File: src/rtl/hand_tracker.sv
// hand_tracker: turns a proximity sensor stream into a filtered LCD x position, velocity and direction.
// Optional build macro HAND_TRACKER_AVG_EN selects a 4-tap moving-average filter; otherwise samples pass straight through.
module hand_tracker #(
  parameter logic [23:0] LOST_TIMEOUT = 24'd12_000_000,
  parameter logic [15:0] PROX_MAX     = 16'd1023
) (
  input  logic        clk,
  input  logic        rst_n,
  input  logic        dat_valid,
  input  logic [15:0] prox_dat,
  output logic [8:0]  handline,
  output logic [7:0]  hand_velocity,
  output logic        hand_dir,
  output logic        hand_valid,
  output logic        hand_lost,
  output logic        overrun
);

  typedef enum logic [1:0] {IDLE, FILT, MAP, VEL} state_t;

  state_t             state, state_next;
  logic               dv_q;
  logic               armed;
  logic               rise;
  logic               accept;
  logic [15:0]        sample_q;
  logic               first_q;
  logic [9:0]         clamped;
  logic [9:0]         filt_next;
  logic [9:0]         filtered_q;
  logic [12:0]        scaled;
  logic [8:0]         pos;
  logic signed [9:0]  delta;
  logic [9:0]         mag;
  logic [7:0]         vel_sat;
  logic [23:0]        cnt, cnt_next;

  always_ff @(posedge clk) begin
    if (!rst_n) state <= IDLE;
    else        state <= state_next;
  end

  always_comb begin
    // NOTE: every signal gets a default before the case so no path infers a latch.
    state_next = state;
    rise       = dat_valid && !dv_q && armed;
    accept     = rise && (state == IDLE);
    case (state)
      IDLE:    if (accept) state_next = FILT;
      FILT:    state_next = MAP;
      MAP:     state_next = VEL;
      default: state_next = IDLE;
    endcase
  end

  always_comb begin
    clamped = (sample_q > PROX_MAX) ? PROX_MAX[9:0] : sample_q[9:0];
    scaled  = (13'(filtered_q) * 13'd5) >> 4;
    pos     = (scaled > 13'd319) ? 9'd319 : scaled[8:0];
    delta   = $signed({1'b0, pos}) - $signed({1'b0, handline});
    mag     = delta[9] ? -delta : delta;
    vel_sat = (mag > 10'd255) ? 8'd255 : mag[7:0];
    if (accept)                     cnt_next = '0;
    else if (cnt == LOST_TIMEOUT)   cnt_next = cnt;
    else                            cnt_next = cnt + 24'd1;
  end

`ifdef HAND_TRACKER_AVG_EN
  // Three history registers plus the sample being filtered form the four taps.
  logic [9:0]  hist [3];
  logic [11:0] tap_sum;

  always_comb begin
    if (first_q) tap_sum = {clamped, 2'b00};
    else         tap_sum = 12'(clamped) + 12'(hist[0]) + 12'(hist[1]) + 12'(hist[2]);
  end

  assign filt_next = tap_sum[11:2];

  always_ff @(posedge clk) begin
    // NOTE: the history shapes later outputs, so it is reset explicitly instead of trusting power-up contents.
    if (!rst_n) begin
      for (int i = 0; i < 3; i++) hist[i] <= '0;
    end else if (state == FILT) begin
      if (first_q) begin
        for (int i = 0; i < 3; i++) hist[i] <= clamped;
      end else begin
        hist[0] <= clamped;
        hist[1] <= hist[0];
        hist[2] <= hist[1];
      end
    end
  end
`else
  assign filt_next = clamped;
`endif

  always_ff @(posedge clk) begin
    if (!rst_n) begin
      dv_q          <= 1'b0;
      armed         <= 1'b0;
      sample_q      <= '0;
      first_q       <= 1'b0;
      filtered_q    <= '0;
      cnt           <= '0;
      handline      <= '0;
      hand_velocity <= '0;
      hand_dir      <= 1'b0;
      hand_valid    <= 1'b0;
      hand_lost     <= 1'b1;
      overrun       <= 1'b0;
    end else begin
      dv_q       <= dat_valid;
      cnt        <= cnt_next;
      hand_valid <= (state == MAP);
      // A level still high out of reset must be seen low before it can form an edge.
      if (!dat_valid) armed <= 1'b1;
      if (rise && (state != IDLE)) overrun <= 1'b1;

      if (accept) begin
        sample_q  <= prox_dat;
        first_q   <= hand_lost;
        hand_lost <= 1'b0;
      end else if (cnt_next == LOST_TIMEOUT) begin
        hand_lost     <= 1'b1;
        hand_velocity <= '0;
      end

      if (state == FILT) filtered_q <= filt_next;

      if (state == MAP) begin
        handline <= pos;
        if (first_q) begin
          hand_velocity <= '0;
          hand_dir      <= 1'b0;
        end else begin
          hand_velocity <= vel_sat;
          hand_dir      <= !delta[9] && (delta != '0);
        end
      end
    end
  end

endmodule

File: config.mk
export PLATFORM = sky130hd
export DESIGN_NAME = hand_tracker
export DESIGN_NICKNAME = d
export VERILOG_FILES = /design/src/rtl/hand_tracker.sv
export SDC_FILE = /design/constraint.sdc
export NUM_CORES = 1
export LEC_CHECK = 0
export ABC_AREA = 1
export BUFFER_PORTS_ARGS = -buffer_cell sky130_fd_sc_hd__clkbuf_2
export CAP_MARGIN = 25
export CELL_PAD_IN_SITES_DETAIL_PLACEMENT = 0
export CELL_PAD_IN_SITES_GLOBAL_PLACEMENT = 1
export CORE_MARGIN = 2
export CORE_UTILIZATION = 46
export DETAILED_ROUTE_END_ITERATION = 8
export MAX_ROUTING_LAYER = met4
export PLACE_DENSITY_LB_ADDON = 0.1
export SLEW_MARGIN = 20
export SYNTH_ARGS = -nofsm -noshare
export SYNTH_HDL_FRONTEND = slang
export SYNTH_SLANG_ARGS = --single-unit
File: constraint.sdc
create_clock -name clk -period 10.5 [get_ports clk]
set_input_delay 0.525 -clock clk [delete_from_list [all_inputs] [get_ports clk]]
set_output_delay 0.525 -clock clk [all_outputs]
set_load 0.03 [all_outputs]
== Yosys cells after proc, flatten, opt, wreduce, memory -nomap -nowiden ==
Index checks and enable logic that the tools add are counted.

* ROM bits: 0
* Memories kept: 0
* Output and inout bits: 21
* Word-level logic and storage cells: 54
* Flip-flop bits (word level): 76
* Bits in latches: 0
* Bits in writable memories: 0

* Equal/unequal tests: 6
* Multipliers: 1
* Add/sub/neg operators: 3
* Div/mod/pow operators: 0
* Bitwise gates (word level): 0
* Order comparisons: 3
* Mux-type cells: 15
* Shifts and indexed selects: 0
* Reductions and logical operators: 13

{| class="wikitable"
|+ Operator list
! kind !! number
|-
| 24-bit equality test, second input constant || 2
|-
| 24-bit two-way mux || 2
|-
| 8-bit two-way mux || 5
|-
| 24-bit by 1-bit adder with 24-bit output, second input constant || 1
|-
| 10-bit two-way mux || 2
|-
| 16-bit by 10-bit greater-than comparator with 1-bit output, second input constant || 1
|-
| 10-bit by 3-bit multiplier with 13-bit output, second input constant || 1
|-
| 10-bit by 8-bit greater-than comparator with 1-bit output, second input constant || 1
|-
| 10-bit negator || 1
|-
| 10-bit nonzero test || 1
|-
| 9-bit by 9-bit subtractor with 10-bit output || 1
|-
| 9-bit greater-than comparator, second input constant || 1
|-
| 9-bit two-way mux || 1
|-
| 2-bit case mux with 3 select lines || 1
|-
| 2-bit nonzero test || 3
|-
| 1-bit logical AND || 5
|-
| 1-bit two-way mux || 3
|-
| 2-bit by 1-bit equality test with 1-bit output, second input constant || 1
|-
| 2-bit equality test, second input constant || 1
|-
| 1-bit zero test || 2
|-
| 2-bit zero test || 1
|-
| 2-bit two-way mux || 1
|-
| 2-bit by 1-bit inequality test with 1-bit output, second input constant || 1
|-
| 2-bit inequality test, second input constant || 1
|-
| 2-bit AND reduction || 1
|}

== Logic depth before layout (Yosys ltp) ==
* Word-level depth: 10
* Gate-level depth with buffers: 29

== Least setup slack after synthesis ==
No wires, ideal clock.

* Path type: register to register
* From: register filtered_q[2]
* To: register hand_velocity[7]
* Required time: 10.430 ns
* Library setup time: 0.070 ns
* Path buffers: 0
* Stages on the path, launching flop included: 27
* Slack: 6.627 ns
* Data arrival time: 3.803 ns
* Period minus slack after synthesis: 3.873 ns
* Cells stage by stage: dfxtp_1 > ha_1 > inv_1 > fa_1 > o21ai_0 > nand3_1 > nand2_1 > a21o_1 > nand2_1 > nand2_1 > nand2_1 > nand2_1 > nand2_1 > inv_1 > ha_1 > inv_2 > fa_1 > inv_1 > nand2_1 > nor2_1 > a21boi_1 > nand3_1 > nor2_2 > nand3_2 > nand3_1 > o21ai_0 > a21oi_1

* Word-level cells in the longest chain between the ends: 10

{| class="wikitable"
|+ RTL lines
! element !! RTL line !! text
|-
| start: declaration || 30 || <nowiki>logic [9:0] filtered_q;</nowiki>
|-
| start signal: assignment || 129 || <nowiki>if (state == FILT) filtered_q <= filt_next;</nowiki>
|-
| 10-bit by 3-bit multiplier with 13-bit output (*) || 58 || <nowiki>scaled = (13'(filtered_q) * 13'd5) >> 4;</nowiki>
|-
| 9-bit greater-than comparator || 59 || <nowiki>pos = (scaled > 13'd319) ? 9'd319 : scaled[8:0];</nowiki>
|-
| 9-bit two-way mux (*) || 59 ||
|-
| 9-bit by 9-bit subtractor with 10-bit output (*) || 60 || <nowiki>delta = $signed({1'b0, pos}) - $signed({1'b0, handline});</nowiki>
|-
| 10-bit negator || 61 || <nowiki>mag = delta[9] ? -delta : delta;</nowiki>
|-
| 10-bit two-way mux (*) || 61 ||
|-
| 10-bit by 8-bit greater-than comparator with 1-bit output || 62 || <nowiki>vel_sat = (mag > 10'd255) ? 8'd255 : mag[7:0];</nowiki>
|-
| 8-bit two-way mux (*) || 62 ||
|-
| 8-bit two-way mux (*) || 133 || <nowiki>if (first_q) begin</nowiki>
|-
| 8-bit two-way mux (*) || 131 || <nowiki>if (state == MAP) begin</nowiki>
|-
| end signal: assignment || 137 || <nowiki>hand_velocity <= vel_sat;</nowiki>
|-
| end: declaration || 12 || <nowiki>output logic [7:0] hand_velocity,</nowiki>
|}

Mark *: on every way between the ends. The rest lies on a longest branch, timed or not.
A chain may end at the register's enable or synchronous reset.

== Worst setup path after layout ==
* From: register filtered_q[3]
* To: register hand_velocity[7]

The elaborated chain is that of the path after synthesis.

==> results by stage <==
Die:
- In this run the standard cell core region covers 10200 um2.
- The die is 106 um tall.
- The number of primary I/O pins is 40.
- The floorplan has 37 rows.
- The overall die width is 106 um.
- The die covers 11200 um2.
- Once the floorplan was initialized, standard cells occupied 46.8% of the core.

Synthesis:
- For this run, asynchronously set or reset flops after synthesis account for 0%.
- After synthesis, the share of cell area in mux cells is 0%.
- The number of warnings printed during yosys synthesis is 0.
- The share of synthesized cell area in full adder, half adder and majority cells is 8.71%.
- By area, the combinational part of the netlist is dominated by simple AND/OR/NAND/NOR gates.
- Sequential cells were found to cover 31.9% of the synthesized design area.
- The simple-gate share of the synthesized area is 34.9%.
- When the netlist entered floorplanning its net count stood at 778.
- The primary flip-flop cell chosen by synthesis mapping is sky130_fd_sc_hd__dfxtp_1.
- The cell count after synthesis is 727.
- The synthesized flop and latch total is 76.
- The fraction of the mapped netlist area in compound gates is 12.5%.
- The number of flops mapped to enable cells by yosys is 0.
- The synthesized netlist occupies a cell area of 4770 um2.
- The post-synthesis xor/xnor area fraction is 2.57%.
- The number of unique standard cell types used by synthesis is 38.
- In this run the mean area of a mapped cell was 6.56 um2.

Route:
- The post-detailed-route wirelength per cell is 12.5 um.
- The number of detailed-routing iterations run before antenna repair is 4.
- The number of nets with antenna violations after routing is 0.
- The routed via count divided by cell count is 5.00.
- The final wirelength is 11.2 mm.
- The violation count after the first detailed-route iteration is 176.
- For this run, design rule violations remaining after detail routing come to 0.
- The via count of the routed design is 4511.

Global route:
- The initial antenna violation count is 0.
- For this run, the total global-route usage over all layers was measured as 21.4%.
- The total overflow left after global routing is 0.
- Entering global routing, the biggest net connects 54 pins.
- The first global-routing pass estimated 18.8 mm of wire.
- The number of global-route vias before repair came to 4134.

Job:
- The tool flagged a number of max-cap violations equal to 0.

Critical path:
- Data on the critical path is required at its endpoint by 10.77 ns.
- The worst setup path is captured at a flip-flop.
- The data arrival time at the worst-slack endpoint is 4.61 ns.
- Of all nets on the critical path, the largest fanout is 7.
- By startpoint and endpoint, the worst setup path is classified as flip-flop to flip-flop.
- The worst setup path is launched from a flip-flop.

Clock tree:
- The number of buffers added by the clock tree synthesis step is 9.
- In this run the deepest clock path goes through 2 buffers.
- The clock root buffer is sky130_fd_sc_hd__clkbuf_8.
- After clock tree synthesis, the clock-pin slew on the worst setup and hold paths is 0.08 ns.
- The count of hold-fix buffers inserted at cts is 0.
- The clock reaches the later pin of the worst-skew pair after 0.36 ns.
- Post-CTS repair changed the size of 0 cells.
- TritonCTS built the clock tree.
- The clock tree synthesis step divided the H-tree into 3 levels.
- The clock sink count is 76.
- Post-CTS timing repair inserted 0 buffers for setup.

Timing:
- The total of endpoints with negative setup slack in the final report is 0.
- Clock skew on the completed layout was measured at 0.0148 ns.
- The worst slew margin relative to its limit is 42.8%.
- The highest achievable clock rate is 230 MHz.
- For the finished layout, the period the worst path requires is 4.34 ns.
- The number of failing hold endpoints at the final stage is 0.
- Setup repair after global routing left no endpoint under its margin.
- The final-report max-slew violation count came to 0.
- The transition at the pin with the smallest max-transition slack is 0.857 ns.
- Summed over all failing endpoints, the final setup total negative slack is 0 ns.
- After layout, the worst path uses 41.3% of the clock period.

Layout:
- The finished cells cover 5260 um2.
- In the layout the commonest cells are 185 x sky130_fd_sc_hd__nand2_1, 95 x sky130_fd_sc_hd__inv_1, 80 x sky130_fd_sc_hd__nor2_1.
- From synthesis to final layout, the design area changed by 10.3%.
- The most common cell after layout, fill and taps aside is sky130_fd_sc_hd__nand2_1.
- The count of nets after finishing is 813.
- The core utilization of the finished layout is 51.7%.
- Of the cells placed in the final design, the portion with a size suffix greater than 1 is 12.4%.
- The antenna diode count is 0.
- The total of fill cells in the finished design is 1074.

Power and ir drop:
- Summing internal, switching and leakage power gives 1.73 mW.
- The internal power is 0.849 mW.
- The worst-case IR drop observed on VDD is 0.000401 V.
- The fraction of power consumed by the clock network is 12.3%.
- Of the total power, registers draw 21.5%.
- Per report_power, the combinational group accounts for 66.1% of the total.
- The power density relative to cell area is 328 nW/um2.
- For this design the static power due to leakage is 2.52 nW.
- The analysis attributes to net switching a power of 0.879 mW.
- In this run switching power makes up 50.9% of total power.

Placement:
- Input and output buffers added on the ports amount to 39.
- Detailed placement finished with a half-perimeter wire length of 8.68 mm.
- The instance area at placement is 5080 um2.
- Routability-driven placement finished with a final weighted congestion of 0.859.

Hold path:
- The class of the most critical hold timing path is input pin to flip-flop.

Outcome:
- The run finished with clean final reports.
sequential cells by signal, indices dropped and copies added (netlist names):
name and cells:
hand_lost 1, state 2, sample_q 16, hand_valid 1, filtered_q 10, overrun 1, hand_dir 1, handline 9
hand_velocity 8, armed 1, cnt 24, first_q 1, dv_q 1
cells by family after synthesis:
family	Yosys count
flops	76
xor+xnor	14
fa+ha+maj	32
buf+inv	118
simple gates	378
compound gates	109
layer usage:
| metal | track usage [%] | wire length (um) | vias to the layer above |
|---|---|---|---|
| li1 | - | - | 2409 |
| met1 | 26.0 | 5190 | 2042 |
| met2 | 36.3 | 5610 | 46 |
| met3 | 4.51 | 283 | 14 |
| met4 | 5.26 | 165 | 0 |
| met5 | - | 0 | - |
area by class of cell:
cell class              count  area [um2]  share of cell area [%]
inverters                 102         383                    7.28
clock buffers              12         165                    3.14
multi-input cells         533        2800                    53.2
well taps                 136         170                    3.23
repair buffers             40         203                    3.85
flip-flops and latches     76        1520                    28.9
clock inverters             3        21.3                   0.404
critical path, cell delays in order, from the launching register on:
cell and delay, ns:
sky130_fd_sc_hd__dfxtp_1 0.33, sky130_fd_sc_hd__ha_1 0.28, sky130_fd_sc_hd__nand3_1 0.13, sky130_fd_sc_hd__fa_1 0.43, sky130_fd_sc_hd__o21ai_0 0.30, sky130_fd_sc_hd__nand3_1 0.11, sky130_fd_sc_hd__nand2_1 0.10, sky130_fd_sc_hd__a21o_1 0.11
sky130_fd_sc_hd__nand2_1 0.04, sky130_fd_sc_hd__nand2_1 0.08, sky130_fd_sc_hd__nand2_1 0.06, sky130_fd_sc_hd__nand2_1 0.16, sky130_fd_sc_hd__nand2_1 0.09, sky130_fd_sc_hd__inv_1 0.06, sky130_fd_sc_hd__ha_1 0.21, sky130_fd_sc_hd__inv_2 0.07
sky130_fd_sc_hd__fa_1 0.42, sky130_fd_sc_hd__inv_1 0.09, sky130_fd_sc_hd__nand2_1 0.05, sky130_fd_sc_hd__nor2_1 0.12, sky130_fd_sc_hd__a21boi_1 0.22, sky130_fd_sc_hd__nand3_1 0.11, sky130_fd_sc_hd__nor2_2 0.15, sky130_fd_sc_hd__nand3_2 0.15
sky130_fd_sc_hd__nand3_1 0.13, sky130_fd_sc_hd__o21ai_0 0.08, sky130_fd_sc_hd__a21oi_1 0.16
Yosys cell counts (2+ instances only):
cell                       count  share of area, %
sky130_fd_sc_hd__a21boi_1      2              0.31
sky130_fd_sc_hd__a21oi_1      49               5.1
sky130_fd_sc_hd__a31oi_1      10               1.3
sky130_fd_sc_hd__buf_2         3              0.31
sky130_fd_sc_hd__clkbuf_1     12              0.94
sky130_fd_sc_hd__dfxtp_1      76                32
sky130_fd_sc_hd__fa_1          2              0.84
sky130_fd_sc_hd__ha_1         30               7.9
sky130_fd_sc_hd__inv_1        95               7.5
sky130_fd_sc_hd__inv_2         6              0.47
sky130_fd_sc_hd__nand2_1     185                15
sky130_fd_sc_hd__nand2_2       7              0.92
sky130_fd_sc_hd__nand3_1      61               6.4
sky130_fd_sc_hd__nand3_2       5               1.0
sky130_fd_sc_hd__nand3b_1      4              0.63
sky130_fd_sc_hd__nand4_1      15               2.0
sky130_fd_sc_hd__nor2_1       80               6.3
sky130_fd_sc_hd__nor2_2       14               1.8
sky130_fd_sc_hd__o21ai_0      36               3.8
sky130_fd_sc_hd__o21ai_1       2              0.21
sky130_fd_sc_hd__o21bai_1      3              0.47
sky130_fd_sc_hd__or2_2         2              0.26
sky130_fd_sc_hd__xnor2_1       6               1.1
sky130_fd_sc_hd__xor2_1        8               1.5
worst paths after layout:
path	start	endpoint	slack [ns]	cells past startpoint
worst max-delay path	filtered_q[3]$_SDFFE_PN0N_	hand_velocity[7]$_SDFFE_PN0P_	6.16	26
worst min-delay path	dat_valid	armed$_SDFFE_PN0N_	0.37	2
worst max register to register	filtered_q[3]$_SDFFE_PN0N_	hand_velocity[7]$_SDFFE_PN0P_	6.16	26
worst min register to register	sample_q[8]$_SDFFE_PN0P_	sample_q[8]$_SDFFE_PN0P_	0.46	2
power by group through the flow:
| stage | logic [mW] | clock network [mW] | registers [mW] |
|---|---|---|---|
| detailed placement | 1.15 | 0 | 0.380 |
| global placement | 1.14 | 0 | 0.377 |
| global route | 1.31 | 0.232 | 0.379 |
| floorplan | 0.883 | 0 | 0.416 |
| finish | 1.14 | 0.213 | 0.372 |
| CTS | 1.15 | 0.220 | 0.373 |
per-stage QoR:
step           setup WS [ns]  hold WS, ns  cells
6_report                6.16        0.374    902
5_1_grt                 5.73        0.353    902
4_1_cts                 6.11        0.359    902
3_5_place_dp            6.13        0.450    887
3_3_place_gp            6.32        0.440    887
2_1_floorplan           6.63        0.430    727
Power figures use the tool's default switching activity.
